[src/rtl/alu_operand_stage.sv]
// alu_operand_stage: single-entry decode-to-ALU pipeline register.
// Captures one decoded instruction per input handshake. Operands are resolved
// through the EX/MEM and MEM/WB forwarding buses at the capture edge. While the
// ALU stalls, the held operands keep tracking the MEM/WB write-back bus.
module alu_operand_stage (
  input  logic        clk,
  input  logic        reset,
  input  logic        flush,
  input  logic        in_valid,
  output logic        in_ready,
  input  logic [4:0]  rs_addr,
  input  logic [4:0]  rt_addr,
  input  logic [4:0]  rd_addr,
  input  logic [31:0] rs_data,
  input  logic [31:0] rt_data,
  input  logic [31:0] imm,
  input  logic        use_imm,
  input  logic [5:0]  alu_control_in,
  input  logic        reg_write_in,
  input  logic        exmem_reg_write,
  input  logic [4:0]  exmem_rd,
  input  logic [31:0] exmem_data,
  input  logic        memwb_reg_write,
  input  logic [4:0]  memwb_rd,
  input  logic [31:0] memwb_data,
  output logic        out_valid,
  input  logic        out_ready,
  output logic [31:0] a,
  output logic [31:0] b,
  output logic [5:0]  alu_control,
  output logic [4:0]  rd_out,
  output logic        reg_write_out
);

  logic        valid_q, valid_d;
  logic [31:0] a_q, a_d;
  logic [31:0] b_q, b_d;
  logic [5:0]  alu_control_q, alu_control_d;
  logic [4:0]  rd_q, rd_d;
  logic        reg_write_q, reg_write_d;
  logic [4:0]  rs_q, rs_d;
  logic [4:0]  rt_q, rt_d;
  logic        use_imm_q, use_imm_d;

  logic        capture;
  logic        consume;
  logic        hold;
  logic [31:0] rs_fwd;
  logic [31:0] rt_fwd;

  // Operand resolution: r0 is hard-wired, and the younger EX/MEM result wins over MEM/WB.
  function automatic logic [31:0] fwd(input logic [4:0]  addr,
                                      input logic [31:0] regdata,
                                      input logic        ex_we,
                                      input logic [4:0]  ex_rd,
                                      input logic [31:0] ex_data,
                                      input logic        wb_we,
                                      input logic [4:0]  wb_rd,
                                      input logic [31:0] wb_data);
    logic [31:0] r;
    r = regdata;
    if (addr != 5'd0) begin
      if (ex_we && ex_rd == addr)      r = ex_data;
      else if (wb_we && wb_rd == addr) r = wb_data;
    end
    return r;
  endfunction

  assign in_ready = !valid_q || out_ready;
  assign capture  = in_valid && in_ready;
  assign consume  = valid_q && out_ready;
  assign hold     = valid_q && !out_ready;

  // Forwarded source operands for a capture this cycle.
  always_comb begin
    rs_fwd = fwd(rs_addr, rs_data, exmem_reg_write, exmem_rd, exmem_data,
                 memwb_reg_write, memwb_rd, memwb_data);
    rt_fwd = fwd(rt_addr, rt_data, exmem_reg_write, exmem_rd, exmem_data,
                 memwb_reg_write, memwb_rd, memwb_data);
  end

  // Next-state: flush > capture > consume/snoop > hold.
  always_comb begin
    valid_d       = valid_q;
    a_d           = a_q;
    b_d           = b_q;
    alu_control_d = alu_control_q;
    rd_d          = rd_q;
    reg_write_d   = reg_write_q;
    rs_d          = rs_q;
    rt_d          = rt_q;
    use_imm_d     = use_imm_q;
    if (flush) begin
      // A same-cycle capture is a squashed younger instruction; drop it too.
      valid_d = 1'b0;
    end else if (capture) begin
      valid_d       = 1'b1;
      a_d           = rs_fwd;
      b_d           = use_imm ? imm : rt_fwd;
      alu_control_d = alu_control_in;
      rd_d          = rd_addr;
      reg_write_d   = reg_write_in;
      rs_d          = rs_addr;
      rt_d          = rt_addr;
      use_imm_d     = use_imm;
    end else if (consume) begin
      valid_d = 1'b0;
    end else if (hold && memwb_reg_write && memwb_rd != 5'd0) begin
      // Stalled entry follows the write-back bus so it never goes stale.
      if (memwb_rd == rs_q)               a_d = memwb_data;
      if (memwb_rd == rt_q && !use_imm_q) b_d = memwb_data;
    end
  end

  // Stage registers with synchronous reset.
  always_ff @(posedge clk) begin
    if (reset) begin
      valid_q       <= 1'b0;
      a_q           <= 32'd0;
      b_q           <= 32'd0;
      alu_control_q <= 6'd0;
      rd_q          <= 5'd0;
      reg_write_q   <= 1'b0;
      rs_q          <= 5'd0;
      rt_q          <= 5'd0;
      use_imm_q     <= 1'b0;
    end else begin
      valid_q       <= valid_d;
      a_q           <= a_d;
      b_q           <= b_d;
      alu_control_q <= alu_control_d;
      rd_q          <= rd_d;
      reg_write_q   <= reg_write_d;
      rs_q          <= rs_d;
      rt_q          <= rt_d;
      use_imm_q     <= use_imm_d;
    end
  end

  assign out_valid     = valid_q;
  assign a             = a_q;
  assign b             = b_q;
  assign alu_control   = alu_control_q;
  assign rd_out        = rd_q;
  assign reg_write_out = reg_write_q;

endmodule

[config.mk]
export PLATFORM = sky130hd
export DESIGN_NAME = alu_operand_stage
export DESIGN_NICKNAME = d
export VERILOG_FILES = /design/src/rtl/alu_operand_stage.sv
export SDC_FILE = /design/constraint.sdc
export NUM_CORES = 1
export LEC_CHECK = 0
export ABC_AREA = 1
export CORE_ASPECT_RATIO = 2
export CORE_MARGIN = 1.5
export CORE_UTILIZATION = 50
export DETAILED_ROUTE_END_ITERATION = 8
export PLACE_DENSITY_LB_ADDON = 0.12
export SYNTH_ARGS = -nofsm -noshare
export SYNTH_HDL_FRONTEND = slang
export SYNTH_SLANG_ARGS = --single-unit
[constraint.sdc]
create_clock -name clk -period 2.7 [get_ports clk]
set_input_delay 0.54 -clock clk [delete_from_list [all_inputs] [get_ports clk]]
set_output_delay 0.54 -clock clk [all_outputs]
set_load 0.05 [all_outputs]
==> metrics.txt, run 1 <==
Vias per Instance approximately 5.2; Worst R2R Path Depth 10; initial antenna violation count 2; Slew Limit Fails 0; Core ar. 15200 µm²; Mapped Area 7740 µm²; register area 1760 µm²; CP max FO 14; hold_buf cts 0; final WL 28.1 mm; Clock Sinks 88; period utilisation layout 81.1%; clock transition at the registers of the reported paths roughly 60 ps; GPL Wtd Cong 0.967; largest net degree at the start of global routing 65; placed cell area between 10000 and 15000 µm²; grt total ovfl 0; area leader, netlist dfxtp_1; final hold slack roughly 470 ps; met3 usage 6.23%; clock root cell clkbuf_16; met1 Usage GRT about a third; Initial Utilization between 50% and 60%; first-pass GRT wire length 44.0 mm; postcts setup bufs 0; top cell type's share of synthesized area 22.7%; ANT nets after route 0; dominant cells by area after synthesis dfxtp_1 (23%), nand2_1 (18%), nor2_1 (11%), inv_1 (10%), a21oi_1 (7.9%); die width roughly 91 µm; Core Util, Final 72.1%; Critical path origin rs_addr[2]; Syn. warnings 0; vias in the first global route 9311; GRT busiest layer met2; drt drc 0; Hold Path End rd_out[4]$_SDFFE_PP0P_; post-CTS sizing 0; status finished clean; routed len/inst 15.5 µm; Area growth, synth to finish 41.7%; layout cells sized above 1 10.2%; worst-case clock skew around 8 ps; Syn Inst Count 1364; min-delay src rd_out[4]$_SDFFE_PP0P_; CTS Buffer Depth 2; Critical Path Source Type primary input; total iterations of the first detailed-routing run 5; critical path required time 2980 ps; unrepaired setup endpoints after global routing no; die area ~16000 µm²; post-route cell area 11000 µm²; cell leakage power 5.41 nW; Clock Latency Late Sink ~360 ps; # IOs 278; R2R Path End b[2]$_SDFFE_PP0P_; crit-path leading delay family buffers and inverters; Final Hold Viols 0; power per standard cell area 394 nW/µm²; commonest non-fill, non-tap cell in the layout nand2_1; hold depth 2; Max IR drop VDD 0.000417 V; final setup vio count 0; met2 Usage GRT approximately 63%; gr usage total 34.0%; WS Path Type in -> reg; fin nets 1807; Synth cell types 32; Row Count 64; Crit-path slowest cell clkdlybuf4s50_1; final worst slack 511 ps; cell mode on critical path nand2_1; Synth Area in Simple Gates about 43%; Final min period 2190 ps; max_cap viols 0; DP Wirelength 20.5 mm; number of buffers added on ports 277; syn avg cell area 5.68 µm²; H-tree depth 3; Mapped Nets 1564; pre-CTS WS 192 ps; crit-path cells clkdlybuf4s50_1, inv_2, nand2_1, o21ai_0, nor2_1, nand3_2, nand2_2, nand2_4, buf_12, nand2_1, nand3_1, a21oi_1; largest family of logic cells by synthesized area simple AND/OR/NAND/NOR gates; setup TNS 0 ps; DR iter-0 viols ~530; critical path capture point type flop; cts bufs inserted 9; CTS tree yes; f_max approximately 0.46 GHz; Compound-Gate Fraction of Synth Area 14.9%; Adder-Cell Fraction of Synth Area 0%; part of the Yosys area used for sequential elements 22.7%; Crit path arrival time 2470 ps; Bufs and invs on worst path 3; Post-Synth XOR/XNOR Area 0.792%; most frequent cells in the layout nand2_1 (378), clkdlybuf4s50_1 (275), nor2_1 (217); Slew headroom 60.1%; Layout fillers about 1300; path type of the worst min-delay path reg -> reg; DR vias 9440; area occupied by multi-input gates 4550 µm²; Reg2Reg Setup Slack 930 ps; slowest stage delay, CP 600 ps; pin slew with the least headroom to its limit 599 ps; Reg2Reg Launch Point out_valid$_SDFFE_PP0P_; mux share of post-synthesis cell area 0%; DIE HEIGHT about 180 µm; Seq cells post-synth 88
[stage by stage]
stage | cells | power, mW
3_5_place_dp | 1794 | 2.94
3_3_place_gp | 1794 | 2.92
5_1_grt | 1812 | 4.50
6_report | 1812 | 4.32
4_1_cts | 1810 | 4.33
2_1_floorplan | 1364 | 2.29
[Yosys cell counts, drive strengths merged]
cell,count
nand2,386
nor2,242
inv,222
a21oi,154
nand3,123
dfxtp,88
buf,52
o21ai,49
clkbuf,27
dlygate4sd1,4
xnor2,4
clkinv,3
nor3,3
xor2,3
o22ai,2
a211oi,1
nand4,1
[how the worst max path moves through the flow]
stage | end | slack, ps | cells past startpoint
after floorplan | b[0]$_SDFFE_PP0P_ | 730 | 10
after global placement | a[22]$_SDFFE_PP0P_ | 220 | 12
after detailed placement | a[10]$_SDFFE_PP0P_ | 190 | 11
after CTS | a[10]$_SDFFE_PP0P_ | 550 | 12
after global routing | a[8]$_SDFFE_PP0P_ | 340 | 10
final | a[10]$_SDFFE_PP0P_ | 510 | 12
[worst reg2reg max path, delay by kind of cell (launching register included)]
kind                   cells  cell delay [ps]
AND/OR/NAND/NOR            5              800
flip-flops                 1              330
buffers and inverters      3              380
AO/OA/AOI/OAI              2              170
[cell type report]
| type | instances | share of cell area [%] |
|---|---|---|
| multi-input cells | 968 | 41.5 |
| well taps | 198 | 2.26 |
| repair buffers | 315 | 29.6 |
| inverters | 225 | 7.69 |
| diodes | 2 | 0.0456 |
| flip-flops and latches | 88 | 16.0 |
| clock buffers | 13 | 2.28 |
| clock inverters | 3 | 0.593 |
[sequential cells by signal (all words and copies together) (netlist names)]
| name | cells |
|---|---|
| b | 32 |
| out_valid | 1 |
| use_imm_q | 1 |
| reg_write_out | 1 |
| rt_q | 5 |
| alu_control | 6 |
| rd_out | 5 |
| a | 32 |
| rs_q | 5 |
[where the power goes]
group,switching (mW),total [mW],internal [mW]
Sequential,0.0443,1.42,1.38
Clock,0.562,1.40,0.838
Combinational,0.874,1.50,0.630
Total,1.48,4.32,2.84
[logic make-up after synthesis]
kind of cell           after synthesis
XOR/XNOR                             7
AND/OR/NAND/NOR                    755
AO/OA/AOI/OAI                      206
flip-flops                          88
buffers and inverters              308
[metal layers]
layer | up-vias | share of wire, % | wire length (µm)
li1 | 4638 | - | -
met1 | 4267 | 36 | 10000
met2 | 425 | 52 | 14700
met3 | 110 | 6.6 | 1850
met4 | 0 | 5.5 | 1560
met5 | - | 0 | 0
Power figures use the tool's default switching activity.
==> run 2: changes to the inputs <==
--- a/config.mk
+++ b/config.mk
@@ -8,7 +8,7 @@
 export ABC_AREA = 1
 export CORE_ASPECT_RATIO = 2
 export CORE_MARGIN = 1.5
-export CORE_UTILIZATION = 50
+export CORE_UTILIZATION = 42
 export DETAILED_ROUTE_END_ITERATION = 8
 export PLACE_DENSITY_LB_ADDON = 0.12
 export SYNTH_ARGS = -nofsm -noshare
==> constraint.sdc (replaced) <==
create_clock -name clk -period 1.8 [get_ports clk]
set_input_delay 0.36 -clock clk [delete_from_list [all_inputs] [get_ports clk]]
set_output_delay 0.36 -clock clk [all_outputs]
set_load 0.05 [all_outputs]
==> metrics.txt, run 2 (synthesis results as in run 1) <==
max_cap viols 0; Slew headroom 76.6%; Final min period 1800 ps; CTS Buffer Depth 2; Core Util, Final 63.5%; Worst R2R Path Depth 9; die width 99.0 µm; Critical path origin out_ready; placed cell area ~11000 µm²; path type of the worst min-delay path in -> reg; H-tree depth 3; Initial Utilization a little over two fifths; final worst slack -1.21 ps; Reg2Reg Setup Slack approximately 120 ps; Max IR drop VDD 0.000473 V; gr usage total between 30% and 40%; grt total ovfl 0; unrepaired setup endpoints after global routing yes; antenna diode count 0; Clock Latency Late Sink about 350 ps; GPL Wtd Cong 0.960; die area 19300 µm²; routed len/inst around 17 µm; WL met2 16.4 mm; Layout fillers 1800; placed cells 1843; Clock Sinks 88; DP Wirelength 22.3 mm; Reg2Reg Launch Point out_valid$_SDFFE_PP0P_; CP max FO 16; cell leakage power approximately 6 nW; # IOs around 280; critical path capture point type flop; period utilisation layout 100%; clock root cell clkbuf_16; critical path required time roughly 2100 ps; ANT nets after route 0; initial antenna violation count 0; failing checks setup timing; crit path to b[6]$_SDFFE_PP0P_; final WL 32.1 mm; met3 wire len 1.77 mm; vias in the first global route 9395; drt drc 0; f_max 0.555 GHz; WS Path Type in -> reg; total iterations of the first detailed-routing run 5; Max Used Layer met4; Area growth, synth to finish 49.4%; DR vias 9553; clock transition at the registers of the reported paths 70 ps; CTS tree yes; power per standard cell area 549 nW/µm²; commonest non-fill, non-tap cell in the layout nand2_1; DIE HEIGHT about 200 µm; number of buffers added on ports 277; Row Count 70; worst-case clock skew 7.60 ps; metal1 wirelength 11.8 mm; Non-Filler Instances approximately 1900; status finished, violations left; Critical Path Source Type primary input; layout cells sized above 1 19.7%; Crit path arrival time 2050 ps; most frequent cells in the layout nand2_1 (372), inv_1 (208), nor2_1 (208); post-route cell area between 10000 and 15000 µm²; first-pass GRT wire length 47.1 mm; DR iter-0 viols 443; Vias per Instance 5.10; Core ar. 18200 µm²; R2R Path End b[6]$_SDFFE_PP0P_; final setup vio count 1; cts bufs inserted 9; largest net degree at the start of global routing 66; final hold slack 450 ps; Final Hold Viols 0; Slew Limit Fails 0; fin nets 1853; pin slew with the least headroom to its limit 351 ps
## run 2: cell types whose count changed in the layout (fill, tap and decap cells not counted), moves of 7 or more
cell             previous run  this run
nor2_2                     21        30
clkbuf_16                   9        21
a21oi_1                   123       115
a21oi_2                    31        39
buf_4                      23       119
clkdlybuf4s50_1           275       176
buf_6                       0         9
dlygate4sd2_1               0         7
dlymetal6s2s_1              0        12
inv_1                     215       208
nor2_1                    217       208
## run 2: area by class of cell
type                            instances  area [µm²]  share of cell area (%)
Multi-Input combinational cell        968        4690                    40.5
Timing Repair Buffer                  361        3730                    32.2
Sequential cell                        88        1760                    15.2
Inverter                              225         847                    7.32
Tap cell                              216         270                    2.34
Clock buffer                           13         250                    2.16
Clock inverter                          3        17.5                   0.151
## run 2: what timing repair did
item,CTS,global route
endpoints found under the setup margin,64,64
pin swaps,2,25
hold buffers,0,0
buffers inserted,0,3
cloned,0,12
resized for setup,19,72
## run 2: worst min-delay path by stage
stage / startpoint / end / slack (ps) / cells past startpoint
after CTS: rd_out[2]$_SDFFE_PP0P_ / rd_out[2]$_SDFFE_PP0P_ / 470 / 2
after floorplan: use_imm_q$_SDFFE_PP0P_ / use_imm_q$_SDFFE_PP0P_ / 420 / 2
final: rt_addr[3] / rt_q[3]$_SDFFE_PP0P_ / 450 / 3
after detailed placement: rd_out[2]$_SDFFE_PP0P_ / rd_out[2]$_SDFFE_PP0P_ / 460 / 2
after global placement: alu_control[4]$_SDFFE_PP0P_ / alu_control[4]$_SDFFE_PP0P_ / 450 / 2
after global routing: alu_control[0]$_SDFFE_PP0P_ / alu_control[0]$_SDFFE_PP0P_ / 480 / 2
## run 2: routing by layer
metal / vias to the layer above / global-route usage [%]
li1: 4737 / -
met1: 4283 / 32.9
met2: 417 / 55.8
met3: 116 / 4.72
met4: 0 / 20.1
met5: - / 0
## run 2: critical path: stages
cell             delay [ps]
clkdlybuf4s50_1         470
nor2_2                   50
buf_4                   130
nor2_4                  130
buf_4                   260
buf_6                   230
nor2_1                  110
nor2_2                  220
a21oi_2                  80
## run 2: per-stage QoR
stage | power, mW | setup TNS, ps | worst slack (ps)
3_3_place_gp | 4.44 | -28360 | -495
4_1_cts | 6.27 | -8.98 | -8.98
5_1_grt | 6.65 | -9.96 | -9.96
6_report | 6.36 | -1.21 | -1.21
2_1_floorplan | 3.44 | 0 | 94.1
3_5_place_dp | 4.46 | -30400 | -532
## run 2: power by group
group	total (mW)	switching [mW]	internal (mW)
Clock	1.82	0.842	0.974
Combinational	2.41	1.40	1.01
Sequential	2.13	0.0694	2.06
